**src/rtl/nand_cpu_pkg.sv**
```systemverilog
// Shared types for the store issue path: FSM state encoding and the latched store-buffer head entry.
// ROB_LENGTH / NUM_D_REG normally come from nand_cpu.svh; defaults below cover standalone builds.
`ifndef ROB_LENGTH
`define ROB_LENGTH 16
`endif
`ifndef NUM_D_REG
`define NUM_D_REG 16
`endif

package nand_cpu_pkg;

   localparam int RW = $clog2(`ROB_LENGTH);
   localparam int DW = $clog2(`NUM_D_REG);

   typedef enum logic [1:0] {
      SIS_IDLE,
      SIS_READ,
      SIS_MEM,
      SIS_DONE
   } sis_state_e;

   typedef struct packed {
      logic [RW-1:0] rob_addr;
      logic [DW-1:0] ra_addr;
      logic [DW-1:0] rt_addr;
   } store_req_t;

endpackage

```
**src/rtl/store_issue_unit_if.sv**
```systemverilog
// Bundles the store-buffer, register-file, data-memory and ROB-completion signals of the store issue unit.
// master = store issue unit side, slave = surrounding pipeline/memory side.
interface store_issue_unit_if
   import nand_cpu_pkg::*;
#(
   parameter int DATA_W = 8,
   parameter int ADDR_W = 8
);

   logic              sb_valid;
   logic [RW-1:0]     sb_rob_addr;
   logic [DW-1:0]     sb_ra_addr;
   logic [DW-1:0]     sb_rt_addr;
   logic              sb_pop;

   logic [DW-1:0]     rf_ra_addr;
   logic [DW-1:0]     rf_rt_addr;
   logic [DATA_W-1:0] rf_ra_data;
   logic [DATA_W-1:0] rf_rt_data;

   logic              mem_req;
   logic [ADDR_W-1:0] mem_addr;
   logic [DATA_W-1:0] mem_wdata;
   logic              mem_ack;

   logic              rob_done_valid;
   logic [RW-1:0]     rob_done_addr;

   modport master (
      input  sb_valid, sb_rob_addr, sb_ra_addr, sb_rt_addr,
      output sb_pop,
      output rf_ra_addr, rf_rt_addr,
      input  rf_ra_data, rf_rt_data,
      output mem_req, mem_addr, mem_wdata,
      input  mem_ack,
      output rob_done_valid, rob_done_addr
   );

   modport slave (
      output sb_valid, sb_rob_addr, sb_ra_addr, sb_rt_addr,
      input  sb_pop,
      input  rf_ra_addr, rf_rt_addr,
      output rf_ra_data, rf_rt_data,
      input  mem_req, mem_addr, mem_wdata,
      output mem_ack,
      input  rob_done_valid, rob_done_addr
   );

endinterface

```
**src/rtl/store_issue_perf.sv**
```systemverilog
// Two saturating 16-bit event counters: completed stores and memory-stall cycles.
module store_issue_perf (
   input  logic        clk,
   input  logic        rst,
   input  logic        i_incStores,
   input  logic        i_incStall,
   output logic [15:0] o_stores,
   output logic [15:0] o_stall
);

   logic [15:0] r_stores;
   logic [15:0] r_stall;

   always_ff @(posedge clk) begin
      if (rst) begin
         r_stores <= 16'd0;
         r_stall  <= 16'd0;
      end else begin
         if (i_incStores && (r_stores != 16'hFFFF))
            r_stores <= r_stores + 16'd1;
         if (i_incStall && (r_stall != 16'hFFFF))
            r_stall <= r_stall + 16'd1;
      end
   end

   assign o_stores = r_stores;
   assign o_stall  = r_stall;

endmodule

```
**src/rtl/store_issue_unit.sv**
```systemverilog
// Pops the in-order store buffer head, reads base/data regs, issues one memory write, then signals the ROB.
// Optional STORE_ISSUE_PERF_EN adds saturating perf_stores / perf_stall counters.
module store_issue_unit
   import nand_cpu_pkg::*;
#(
   parameter int DATA_W = 8,
   parameter int ADDR_W = 8
)(
   input  logic               clk,
   input  logic               rst,
   store_issue_unit_if.master bus,
   input  logic               flush,
   output logic               busy
`ifdef STORE_ISSUE_PERF_EN
   ,
   output logic [15:0]        perf_stores,
   output logic [15:0]        perf_stall
`endif
);

   sis_state_e        r_state;
   sis_state_e        w_stateNext;
   store_req_t        r_req;
   logic [DATA_W-1:0] r_raData;
   logic [DATA_W-1:0] r_rtData;
   logic              r_memReq;
   logic              w_memReqNext;
   logic              w_pop;
   logic              w_capture;
   logic [ADDR_W-1:0] w_memAddr;

   always_ff @(posedge clk) begin
      if (rst) begin
         r_state  <= SIS_IDLE;
         r_req    <= '0;
         r_raData <= '0;
         r_rtData <= '0;
         r_memReq <= 1'b0;
      end else begin
         r_state  <= w_stateNext;
         r_memReq <= w_memReqNext;
         if (w_pop)
            r_req <= '{rob_addr: bus.sb_rob_addr, ra_addr: bus.sb_ra_addr, rt_addr: bus.sb_rt_addr};
         if (w_capture) begin
            r_raData <= bus.rf_ra_data;
            r_rtData <= bus.rf_rt_data;
         end
      end
   end

   // Once the request is raised the write is committed, so flush only matters in IDLE and READ.
   always_comb begin
      w_stateNext  = r_state;
      w_memReqNext = r_memReq;
      w_pop        = 1'b0;
      w_capture    = 1'b0;
      unique case (r_state)
         SIS_IDLE: begin
            if (bus.sb_valid && !flush && !rst) begin
               w_pop       = 1'b1;
               w_stateNext = SIS_READ;
            end
         end
         SIS_READ: begin
            if (flush) begin
               w_stateNext = SIS_IDLE;
            end else begin
               w_capture    = 1'b1;
               w_memReqNext = 1'b1;
               w_stateNext  = SIS_MEM;
            end
         end
         SIS_MEM: begin
            if (bus.mem_ack) begin
               w_memReqNext = 1'b0;
               w_stateNext  = SIS_DONE;
            end
         end
         SIS_DONE: begin
            w_stateNext = SIS_IDLE;
         end
         default: begin
            w_memReqNext = 1'b0;
            w_stateNext  = SIS_IDLE;
         end
      endcase
   end

   generate
      if (ADDR_W > DATA_W) begin : gZeroExtend
         assign w_memAddr = {{(ADDR_W-DATA_W){1'b0}}, r_raData};
      end else begin : gTruncate
         assign w_memAddr = r_raData[ADDR_W-1:0];
      end
   endgenerate

   assign bus.sb_pop         = w_pop;
   assign bus.rf_ra_addr     = r_req.ra_addr;
   assign bus.rf_rt_addr     = r_req.rt_addr;
   assign bus.mem_req        = r_memReq;
   assign bus.mem_addr       = w_memAddr;
   assign bus.mem_wdata      = r_rtData;
   assign bus.rob_done_valid = (r_state == SIS_DONE);
   assign bus.rob_done_addr  = r_req.rob_addr;
   assign busy               = (r_state != SIS_IDLE);

`ifdef STORE_ISSUE_PERF_EN
   store_issue_perf uPerf (
      .clk         (clk),
      .rst         (rst),
      .i_incStores (r_state == SIS_DONE),
      .i_incStall  ((r_state == SIS_MEM) && !bus.mem_ack),
      .o_stores    (perf_stores),
      .o_stall     (perf_stall)
   );
`endif

endmodule

```
**src/flat_wrapper.sv**
```systemverilog
// flat-port wrapper written by rule: the top's interface ports become plain ports
module store_issue_unit_flat import nand_cpu_pkg::*;
#(
   parameter int DATA_W = 8,
   parameter int ADDR_W = 8
)
  (clk, rst, flush, busy, bus_sb_valid, bus_sb_rob_addr, bus_sb_ra_addr, bus_sb_rt_addr, bus_sb_pop, bus_rf_ra_addr, bus_rf_rt_addr, bus_rf_ra_data, bus_rf_rt_data, bus_mem_req, bus_mem_addr, bus_mem_wdata, bus_mem_ack, bus_rob_done_valid, bus_rob_done_addr);
  store_issue_unit_if #(.DATA_W(DATA_W), .ADDR_W(ADDR_W)) bus_i ();
  input  logic clk;
  input  logic rst;
  input  logic flush;
  output logic busy;
  input wire logic [$bits(bus_i.sb_valid)-1:0] bus_sb_valid;
  input wire logic [$bits(bus_i.sb_rob_addr)-1:0] bus_sb_rob_addr;
  input wire logic [$bits(bus_i.sb_ra_addr)-1:0] bus_sb_ra_addr;
  input wire logic [$bits(bus_i.sb_rt_addr)-1:0] bus_sb_rt_addr;
  output wire logic [$bits(bus_i.sb_pop)-1:0] bus_sb_pop;
  output wire logic [$bits(bus_i.rf_ra_addr)-1:0] bus_rf_ra_addr;
  output wire logic [$bits(bus_i.rf_rt_addr)-1:0] bus_rf_rt_addr;
  input wire logic [$bits(bus_i.rf_ra_data)-1:0] bus_rf_ra_data;
  input wire logic [$bits(bus_i.rf_rt_data)-1:0] bus_rf_rt_data;
  output wire logic [$bits(bus_i.mem_req)-1:0] bus_mem_req;
  output wire logic [$bits(bus_i.mem_addr)-1:0] bus_mem_addr;
  output wire logic [$bits(bus_i.mem_wdata)-1:0] bus_mem_wdata;
  input wire logic [$bits(bus_i.mem_ack)-1:0] bus_mem_ack;
  output wire logic [$bits(bus_i.rob_done_valid)-1:0] bus_rob_done_valid;
  output wire logic [$bits(bus_i.rob_done_addr)-1:0] bus_rob_done_addr;
  assign bus_i.sb_valid = bus_sb_valid;
  assign bus_i.sb_rob_addr = bus_sb_rob_addr;
  assign bus_i.sb_ra_addr = bus_sb_ra_addr;
  assign bus_i.sb_rt_addr = bus_sb_rt_addr;
  assign bus_sb_pop = bus_i.sb_pop;
  assign bus_rf_ra_addr = bus_i.rf_ra_addr;
  assign bus_rf_rt_addr = bus_i.rf_rt_addr;
  assign bus_i.rf_ra_data = bus_rf_ra_data;
  assign bus_i.rf_rt_data = bus_rf_rt_data;
  assign bus_mem_req = bus_i.mem_req;
  assign bus_mem_addr = bus_i.mem_addr;
  assign bus_mem_wdata = bus_i.mem_wdata;
  assign bus_i.mem_ack = bus_mem_ack;
  assign bus_rob_done_valid = bus_i.rob_done_valid;
  assign bus_rob_done_addr = bus_i.rob_done_addr;
  store_issue_unit #(.DATA_W(DATA_W), .ADDR_W(ADDR_W)) u_core (.clk(clk), .rst(rst), .bus(bus_i), .flush(flush), .busy(busy));
endmodule
```
**config.mk**
```make
export PLATFORM = sky130hd
export DESIGN_NAME = store_issue_unit_flat
export DESIGN_NICKNAME = d
export VERILOG_FILES = /design/src/rtl/nand_cpu_pkg.sv /design/src/rtl/store_issue_unit_if.sv /design/src/rtl/store_issue_perf.sv /design/src/rtl/store_issue_unit.sv /design/src/flat_wrapper.sv
export SDC_FILE = /design/constraint.sdc
export NUM_CORES = 1
export LEC_CHECK = 0
export ABC_AREA = 1
export BUFFER_PORTS_ARGS = -buffer_cell sky130_fd_sc_hd__buf_2
export CAP_MARGIN = 0
export CORE_MARGIN = 10
export CORE_UTILIZATION = 40
export CTS_CLUSTER_DIAMETER = 80
export DETAILED_ROUTE_END_ITERATION = 10
export PLACE_DENSITY = 0.82
export SETUP_SLACK_MARGIN = 0.05
export SLEW_MARGIN = 20
export SYNTH_ARGS = -nofsm -noshare
export SYNTH_HDL_FRONTEND = slang
export SYNTH_HIERARCHICAL = 1
export SYNTH_SLANG_ARGS = --single-unit
```
**constraint.sdc**
```tcl
create_clock -name clk -period 1.2 [get_ports clk]
set_clock_uncertainty 0.15 [all_clocks]
set_input_delay 0.06 -clock clk [delete_from_list [all_inputs] [get_ports clk]]
set_output_delay 0.06 -clock clk [all_outputs]
set_load 0.01 [all_outputs]
```
==> impl_summary.md <==
Outcome
The run finished, with violations left. The final reports fail on negative setup slack.

Global routing
The via count of the first global-routing pass came to approximately 1600. For this run the aggregate overflow at the end of global routing stands at 0. Global routing used 14.3% of the available tracks across all layers. The first global-routing pass estimated between 7 and 8 mm of wire.

The maximum number of pins on one net before global-route repair is 34. The initial antenna violation count came to 0.

Timing
The maximum clock rate is 770 MHz. The final-report setup violation count is 14. Setup repair after global routing could not meet its margin everywhere. At the pin with the least slew margin, the transition time is 0.517 ns. The shortest period the worst path allows is between 1 and 1.5 ns. The final critical-path share of the clock period is 108%. The max-slew violation total from the final report is 0. In this run the tightest slew margin relative to its limit is about two thirds. The final count of hold timing violations came to 0. Across all setup checks in the final design, the least slack found is -0.0983 ns.

Finish
Fill cells in the final layout number about 260. The area growth from synthesis to final layout is 71.7%. The antenna diode instance count is 0. The post-layout instance count excluding filler cells is roughly 360. In the final layout, flip-flops and latches occupy about 630 µm². Summing all multi-input logic gate instances after layout gives roughly 610 µm². The fraction of final layout cells sized beyond drive strength 1 is 37.3%. Cells fill approximately 70% of the core in the end.

The post-layout net count is approximately 340. The final design instance area without fill is 2320 µm².

Worst setup path
The critical path launch point type is a flip-flop. The worst setup path is captured at a flip-flop. The setup slack of the most critical reg-to-reg path is -0.1 ns. Along the worst path, the maximum fanout reaches 8. The data arrival time of the critical path is between 1 and 1.5 ns. The worst register-to-register path has a depth of 6.

In this run the critical register-to-register path is captured at u_core/bus.mem_addr[0]$_SDFFE_PP0P_. Data on the critical path is required at its endpoint by around 1.3 ns. The kind of critical path is reg2reg.

Drt
Wires add up to around 5 mm. Before antenna repair, the detailed router went through 6 iterations. The remaining number of nets flagged by the antenna check after routing is 0. The number of design rule violations left after detail routing is 0. For this block, the initial DRC count from the detailed router was around 100.

Using the TritonRoute via totals, the vias-per-cell ratio works out to 4.50. Across all layers, the routed design uses between 1500 and 2000 vias. The average wire per cell in the routed design is 13.7 µm.

Floorplan
The die area is 6100 µm². The count of standard-cell rows is 21. The initial core utilization is 40.8%. Measured along the y axis, the die boundary spans a little under 80 µm.

The die is about 78 µm wide. The core region is 3310 µm². 65 I/O pins were placed.

Clock network
The H-tree was split into 2 levels. The CTS tree is done. The clock tree root driver cell is clkbuf_4. The CTS buffer count is 5. After clock tree synthesis, the clock-pin slew on the worst setup and hold paths is between 0.1 and 0.15 ns. The clock insertion delay at the later pin of the skew report is 0.34 ns. The number of sinks handled by clock tree synthesis is 31. The deepest clock path buffer count is 2.

Synthesis
In the synthesized netlist, the number of instances is 203. Of the total synthesized cell area, the portion taken by AND, OR, NAND and NOR gates is about two fifths. Counting distinct cell types in the post-synthesis netlist gives 17.

Summing the areas of all fa, ha and maj instances in the mapped netlist gives 0% of the synthesized area. The net count after synthesis is about 240. The number of warning messages in the yosys log is 6.

The parity-gate share of the synthesized area counting xor and xnor cells is 0%. After synthesis, the largest family of logic cells by area is simple AND/OR/NAND/NOR gates. Measured against the total synthesized area, the mux share comes to 0%.

Each instance of the synthesized netlist takes up on average about 6.7 µm². Summing the areas of all compound-gate instances in the mapped netlist gives under 10% of the synthesized area. The post-synthesis sequential element count is 31. The cell area that synthesis handed to floorplanning was approximately 1400 µm². The sequential-to-total area share from yosys stat is a little under half.

Hold path
The tightest min-delay check is of the in2reg type. The end point of the most critical hold path is u_core/bus.rob_done_addr[1]$_SDFFE_PP0P_. The source of the worst hold timing path is rst.

The hold-critical path depth is 5.

Placed design
The routability congestion estimate is approximately 0.73. After legalization and detailed placement, the total HPWL measured 2.59 mm. In this run, placement finished with an instance count of between 300 and 400. The placed instances occupy a cell area of roughly 1700 µm². The port buffer count is 64.

Power
Cell internal power was estimated by the tool at about 1600 µW. The share of power burned in combinational logic is 22.8%. Dividing total power by cell area gives a power density of 957 nW/µm². The sequential fraction of design power is 50.1%. The maximum VDD drop is 754 µV.

The leakage power of the design is around 0.0013 µW. Net switching is between 20% and 30% of the power. The fraction of power consumed by the clock network is a little over a quarter. In this run the power spent charging and discharging nets is 659 µW.

Job
The number of max-cap violations is 0.
placed cells by master (no fill, tap or decap), drive strengths merged:
master       count
nor2            47
dlygate4sd3     31
dfxtp           31
clkinv           2
nand3            3
buf             77
clkbuf           7
inv             34
clkinvlp         2
a21oi            1
o21ai            2
nand4           12
nand2           62
routing by layer:
layer	wire (µm)	track usage [%]	share of wire, %
met5	0	0	0
met4	36	4.66	0.74
met3	510	7.86	10
met2	2520	24.3	52
met1	1820	14.7	37
registers in the layout, summed over array words and instances, names as in the netlist, named ones only:
name and cells:
u_core/bus.mem_addr 8, u_core/r_state 1, u_core/bus.mem_req 1, u_core/bus.mem_wdata 8, u_core/bus.rf_ra_addr 4, u_core/bus.rob_done_addr 4, u_core/bus.rf_rt_addr 4
worst max-delay path by stage:
| stage | to | depth (start not counted) | from | slack [ns] |
|---|---|---|---|---|
| 3_5_place_dp | u_core/bus.rob_done_addr[3]$_SDFFE_PP0P_ | 4 | flip-flop | 0.01 |
| 6_report | u_core/bus.mem_addr[0]$_SDFFE_PP0P_ | 6 | flip-flop | -0.1 |
| 5_1_grt | u_core/bus.mem_addr[0]$_SDFFE_PP0P_ | 6 | flip-flop | -0.16 |
| 2_1_floorplan | u_core/bus.rf_ra_addr[1]$_SDFFE_PP0P_ | 5 | u_core/r_state[0]$_SDFFE_PP0P_ | 0.08 |
| 4_1_cts | bus_sb_pop | 4 | flip-flop | -0.10 |
| 3_3_place_gp | bus_sb_pop | 4 | flip-flop | 0.04 |
power by group through the flow:
stage	clock (µW)	sequential, µW	combinational, µW
6_report	601	1110	506
5_1_grt	681	1120	556
4_1_cts	619	1110	433
3_5_place_dp	0	1130	330
3_3_place_gp	0	1130	328
2_1_floorplan	0	1160	160
layout make-up:
class	instances	area share [%]
clock inverters	3	0.863
clock buffers	5	1.62
repair buffers	110	35.7
flip-flops and latches	31	27.1
well taps	46	2.48
multi-input cells	127	26.3
inverters	35	5.94
kinds of logic (layout without fill, tap and decap cells):
family / count (synthesis) / count (layout)
buffers and inverters: 45 / 153
AND/OR/NAND/NOR: 124 / 124
AO/OA/AOI/OAI: 3 / 3
flip-flops: 31 / 31
worst max-delay path, stage by stage, from the launching register on:
cell and delay [ns]:
dfxtp_4 0.39, inv_4 0.09, nand3_4 0.14, clkbuf_16 0.20
nand2_1 0.06, nand2_1 0.05, nor2_1 0.14
cells in the mapped netlist, drive strengths merged:
master | n | share of area [%]
a21oi | 1 | 0.37
buf | 9 | 4.4
clkbuf | 1 | 0.28
clkinv | 1 | 0.37
dfxtp | 31 | 46
inv | 34 | 9.5
nand2 | 62 | 17
nand3 | 3 | 1.9
nand4 | 12 | 5.6
nor2 | 47 | 14
o21ai | 2 | 0.74
stage by stage:
stage	hold WS (ns)	setup WS, ns	TNS, ns	power, µW
after floorplan	0.0449	0.0784	0	1320
after global placement	0.131	0.0411	0	1460
after detailed placement	0.140	0.0149	0	1460
after CTS	0.0547	-0.104	-0.285	2160
after global routing	0.0723	-0.160	-1.73	2360
final	0.0792	-0.0983	-0.513	2220
repair_timing:
action                                  in CTS  in global routing
hold endpoints to repair                    31                  0
endpoints found under the setup margin      31                 34
pin swaps                                    2                  5
setup buffers                                5                  2
gates resized for setup                     12                 27
hold buffers                                31                  0
gates cloned                                 0                  3
(Power assumes the default switching activity.)
